<file path="config.mk">
export PLATFORM = sky130hd
export DESIGN_NAME = conv_job_ctrl
export DESIGN_NICKNAME = d
export VERILOG_FILES = /design/src/rtl/conv_pkg.sv /design/src/rtl/conv_timeout_cnt.sv /design/src/rtl/conv_job_ctrl.sv
export SDC_FILE = /design/constraint.sdc
export NUM_CORES = 1
export LEC_CHECK = 0
export CAP_MARGIN = 20
export CORE_ASPECT_RATIO = 1.75
export CORE_MARGIN = 2
export CORE_UTILIZATION = 40
export CTS_CLUSTER_SIZE = 20
export DETAILED_ROUTE_END_ITERATION = 6
export PLACE_DENSITY = 0.65
export SYNTH_ARGS = -nofsm -noshare
export SYNTH_HDL_FRONTEND = slang
export SYNTH_SLANG_ARGS = --single-unit
</file>
<file path="constraint.sdc">
create_clock -name clk -period 4.52 [get_ports clk]
set_input_delay 0.904 -clock clk [delete_from_list [all_inputs] [get_ports clk]]
set_output_delay 0.904 -clock clk [all_outputs]
set_load 0.01 [all_outputs]
</file>
<file path="src/rtl/conv_pkg.sv">
// Types and defaults shared by the convolution job controller and the conv engine.
package conv_pkg;

    localparam int unsigned JOB_W_DEFAULT   = 4;
    localparam int unsigned TIMEOUT_DEFAULT = 1024;

    typedef enum logic [2:0] {
        StIdle,
        StLaunch,
        StWait,
        StGap,
        StFin
    } conv_state_e;

endpackage

</file>
<file path="src/rtl/conv_timeout_cnt.sv">
// Per-job watchdog counter: counts enabled cycles and flags the last allowed cycle.
module conv_timeout_cnt #(
    parameter int unsigned TIMEOUT = conv_pkg::TIMEOUT_DEFAULT
) (
    input  logic clk,
    input  logic reset,
    input  logic clear,
    input  logic enable,
    output logic expired
);

    localparam int unsigned CW = (TIMEOUT > 1) ? $clog2(TIMEOUT) : 1;
    localparam logic [CW-1:0] LAST = CW'(TIMEOUT - 1);

    logic [CW-1:0] cnt_q;

    // Saturates on the last cycle so a held enable can never wrap back to zero.
    always_ff @(posedge clk or negedge reset) begin
        if (!reset) begin
            cnt_q <= '0;
        end else if (clear) begin
            cnt_q <= '0;
        end else if (enable && (cnt_q != LAST)) begin
            cnt_q <= cnt_q + CW'(1);
        end
    end

    assign expired = (cnt_q == LAST);

endmodule

</file>
<file path="src/rtl/conv_job_ctrl.sv">
// Sequences a batch of conv engine jobs: one start pulse per job, watchdog abort, done pulse.
module conv_job_ctrl
    import conv_pkg::*;
#(
    parameter int unsigned JOB_W   = JOB_W_DEFAULT,
    parameter int unsigned TIMEOUT = TIMEOUT_DEFAULT
) (
    input  logic             clk,
    input  logic             reset,
    input  logic             go,
    input  logic [JOB_W-1:0] num_jobs,
    output logic             start,
    input  logic             finish,
    output logic [JOB_W-1:0] job_idx,
    output logic [JOB_W-1:0] jobs_done,
    output logic             busy,
    output logic             done,
    output logic             timeout_err
);

    localparam logic [JOB_W-1:0] ONE = JOB_W'(1);

    conv_state_e      state_q, state_d;
    logic [JOB_W-1:0] num_q, num_d;
    logic [JOB_W-1:0] idx_d, cnt_d;
    logic             err_d;
    logic             tmr_clear, tmr_en, tmr_expired;

    assign tmr_clear = (state_q == StLaunch);
    assign tmr_en    = (state_q == StWait) && !finish;

    conv_timeout_cnt #(
        .TIMEOUT (TIMEOUT)
    ) u_timeout (
        .clk     (clk),
        .reset   (reset),
        .clear   (tmr_clear),
        .enable  (tmr_en),
        .expired (tmr_expired)
    );

    always_comb begin
        state_d = state_q;
        num_d   = num_q;
        idx_d   = job_idx;
        cnt_d   = jobs_done;
        err_d   = timeout_err;
        unique case (state_q)
            StIdle: begin
                if (go) begin
                    num_d   = num_jobs;
                    idx_d   = '0;
                    cnt_d   = '0;
                    err_d   = 1'b0;
                    state_d = (num_jobs != '0) ? StLaunch : StFin;
                end
            end
            StLaunch: state_d = StWait;
            StWait: begin
                // A finish on the expiry cycle wins over the abort.
                if (finish) begin
                    cnt_d = jobs_done + ONE;
                    if (job_idx == num_q - ONE) begin
                        state_d = StFin;
                    end else begin
                        idx_d   = job_idx + ONE;
                        state_d = StGap;
                    end
                end else if (tmr_expired) begin
                    err_d   = 1'b1;
                    state_d = StFin;
                end
            end
            StGap:   state_d = StLaunch;
            StFin:   state_d = StIdle;
            default: state_d = StIdle;
        endcase
    end

    // Outputs are registered from the next state so they line up with the state they describe.
    always_ff @(posedge clk or negedge reset) begin
        if (!reset) begin
            state_q     <= StIdle;
            num_q       <= '0;
            job_idx     <= '0;
            jobs_done   <= '0;
            timeout_err <= 1'b0;
            start       <= 1'b0;
            busy        <= 1'b0;
            done        <= 1'b0;
        end else begin
            state_q     <= state_d;
            num_q       <= num_d;
            job_idx     <= idx_d;
            jobs_done   <= cnt_d;
            timeout_err <= err_d;
            start       <= (state_d == StLaunch);
            busy        <= (state_d != StIdle);
            done        <= (state_d == StFin);
        end
    end

endmodule
</file>
==> metrics.md <==
| Metric | Value |
|---|---|
| Pwr Total | `0.00103 W` |
| Vias in the first global route | `between 1k and 1.5k` |
| H-tree depth | `2` |
| Routability cong. | `approximately 0.83` |
| Syn nets | `160` |
| NumNets Final | `about 190` |
| Period utilization | `0.599` |
| Cell count after synthesis | `148` |
| Die Height | `roughly 84 um` |
| CTS resizes | `0` |
| RSZ-0062 raised after global routing | `false` |
| TritonCTS Buffers | `5` |
| DR WL/cell | `approximately 14 um` |
| Fmax achieved | `roughly 370 MHz` |
| Syn_area_per_cell | `approximately 10 sq um` |
| Clk buf depth | `2` |
| Synth warn | `0` |
| Pin count of the biggest net entering global routing | `17` |
| Remaining DRCs | `0` |
| Setup TNS | `0 ns` |
| Area added between synthesis and finish | `23.6%` |
| Slew @ Worst Pin | `0.614 ns` |
| Initial Utilization | `0.412` |
| Sw Ratio | `0.362` |
| Max VDD drop | `~300 uV` |
| Post-CTS Hold Buffers | `0` |
| Fin. Hold Viols | `0` |
| DRT Pass-1 Iters | `4` |
| Worst-Skew Late Latency | `around 0.28 ns` |
| Clock Power Share | `0.226` |
| Diodes inserted | `0` |
| Hold Path Class | `reg -> reg` |
| Critical Path End Type | `register` |
| Type of origin of the critical path | `input port` |
| Number of synthesized register bits | `29` |
| CTS tree | `built` |
| Sw power | `approximately 0.00037 W` |
| Setup violators final | `0` |
| Cell Int Power | `approximately 0.00066 W` |
| Initial antenna violation count | `0` |
| Most common cell after layout, fill and taps aside | `dfrtp_1` |
| Clock transition at path regs | `around 0.06 ns` |
| IO Pins | `20` |
| GRT Residual Overflow | `0` |
| Die Width | `around 50 um` |
| Combinational power share | `0.385` |
| DR vias | `about 1.2k` |
| DP HPWL | `about 2.4 mm` |
| CP arrival | `2.91 ns` |
| Worst path required time | `4.72 ns` |
| Layout cells sized above 1 | `0.0857` |
| Postcts setup bufs | `0` |
| First-pass GRT wire length | `5.49 mm` |
| Flop pwr share | `0.389` |
| Root Driver | `clkbuf_8` |
| Status | `completed` |
| WL final | `around 3.1 mm` |
| Worst Skew | `about 0.0053 ns` |
| Max-Slew Margin vs Limit | `0.589` |
| Post-Synthesis Cell Area | `between 1000 and 1500 sq um` |
| Fin crit period | `between 2 and 3 ns` |
| Max cap viols | `0` |
| Crit-path max FO | `9` |
| Rows | `29` |
| Synth unique cells | `34` |
| Gr usage total | `0.172` |
| Buffers on Ports | `19` |
| DR iter-0 viols | `9` |
| Antenna viol nets, final | `0` |
| Total clock sinks | `29` |
| Final Max Slew Viols | `0` |
| Most frequent cells in the layout | `29 x dfrtp_1, 24 x nand2_1, 19 x clkdlybuf4s50_1` |
| Vias/cell | `approximately 5.4` |
| Power density over cell area | `around 560 nW/um^2` |
| CP Class | `in -> reg` |
| Sequential area share after synthesis | `0.490` |
| Core area | `3590 sq um` |
| Die footprint | `about 4200 sq um` |
| Leak Pwr | `0.811 nW` |
## worst paths after layout
check	start	slack (ns)	to	depth (start not counted)
max	finish	1.81	u_timeout.cnt_q[9]	6
min	timeout_err	0.48	timeout_err	2
min reg2reg	timeout_err	0.48	timeout_err	2
max in group asynchronous	reset	2.86	timeout_err	2
min in group asynchronous	reset	1.00	num_q[2]	1
max reg2reg	state_q[0]	2.44	u_timeout.cnt_q[9]	5
## power by group through the flow
stage | Clock, W | Combinational [W] | Sequential, W
floorplan | 0 | 0.000276 | 0.000397
global placement | 0 | 0.000390 | 0.000401
detailed placement | 0 | 0.000401 | 0.000406
CTS | 0.000240 | 0.000405 | 0.000402
global route | 0.000251 | 0.000443 | 0.000413
finish | 0.000233 | 0.000398 | 0.000402
## registers in the layout, summed over array words and instances (netlist names)
name,count
start,1
timeout_err,1
num_q,4
done,1
state_q,3
u_timeout.cnt_q,10
job_idx,4
busy,1
jobs_done,4
## per-stage QoR
step           setup slack [ns]  area [sq um]  hold slack, ns  instances   util
3_3_place_gp               1.62          1730           0.467        213  0.481
2_1_floorplan              2.23          1480           0.465        148      -
4_1_cts                    1.82          1830           0.496        221  0.509
6_report                   1.81          1830           0.483        221  0.509
3_5_place_dp               1.51          1730           0.479        213  0.481
5_1_grt                    1.66          1830           0.535        221  0.509
## cells in the mapped netlist
cell type	n	share of area
buf_6	1	0.0076
or2_2	1	0.0042
xor3_1	1	0.016
mux2i_1	4	0.027
inv_1	5	0.013
clkbuf_1	1	0.0025
nor3b_1	1	0.0051
o21a_1	1	0.0051
o31ai_2	1	0.0085
dfrtp_1	29	0.49
o21ai_0	7	0.024
o211ai_1	2	0.010
nor4b_4	1	0.016
or3_4	1	0.0076
or3_1	5	0.021
nand3_1	9	0.030
a2111oi_2	1	0.010
xor2_1	6	0.036
nor4b_1	1	0.0059
nand2b_1	2	0.0085
a21boi_0	1	0.0051
a211oi_1	1	0.0051
xnor2_1	7	0.041
ha_1	4	0.034
nor4_1	1	0.0042
and3_1	1	0.0042
a21oi_1	6	0.020
nor2_1	12	0.030
nand4_1	4	0.017
nand2_1	24	0.061
nor3_1	4	0.014
and2_1	1	0.0042
o2111ai_1	1	0.0059
and4_1	1	0.0059
## routing by layer
layer,wire [um],vias up,track usage
li1,-,570,-
met1,1180,582,0.171
met2,1720,25,0.298
met3,89,10,0.0480
met4,97,0,0.116
met5,0,-,0
## worst max-delay path, stage by stage
cell,delay (ns)
clkdlybuf4s50_1,0.52
nor4b_4,0.33
o31ai_2,0.21
or3_4,0.43
or3_1,0.35
a21oi_1,0.15
## logic make-up (layout without fill, tap and decap cells)
logic type / after synthesis / after routing / share of synthesized area
and+or+nand+nor: 69 / 69 / 0.239
buffers and inverters: 7 / 34 / 0.0228
DFF: 29 / 29 / 0.490
adders and majority gates: 4 / 4 / 0.0338
AOI/OAI and AO/OA: 21 / 21 / 0.0938
xor gates and xnor gates: 14 / 14 / 0.0930
muxes: 4 / 4 / 0.0271
## layout make-up
cell class	count	area, sq um
fill	321	1760
sequential	29	726
multi-input combinational	112	721
timing repair buffer	21	205
clock buffer	7	96.3
tap	46	57.6
inverter	5	18.8
clock inverter	1	5.00
(Power assumes the default switching activity.)
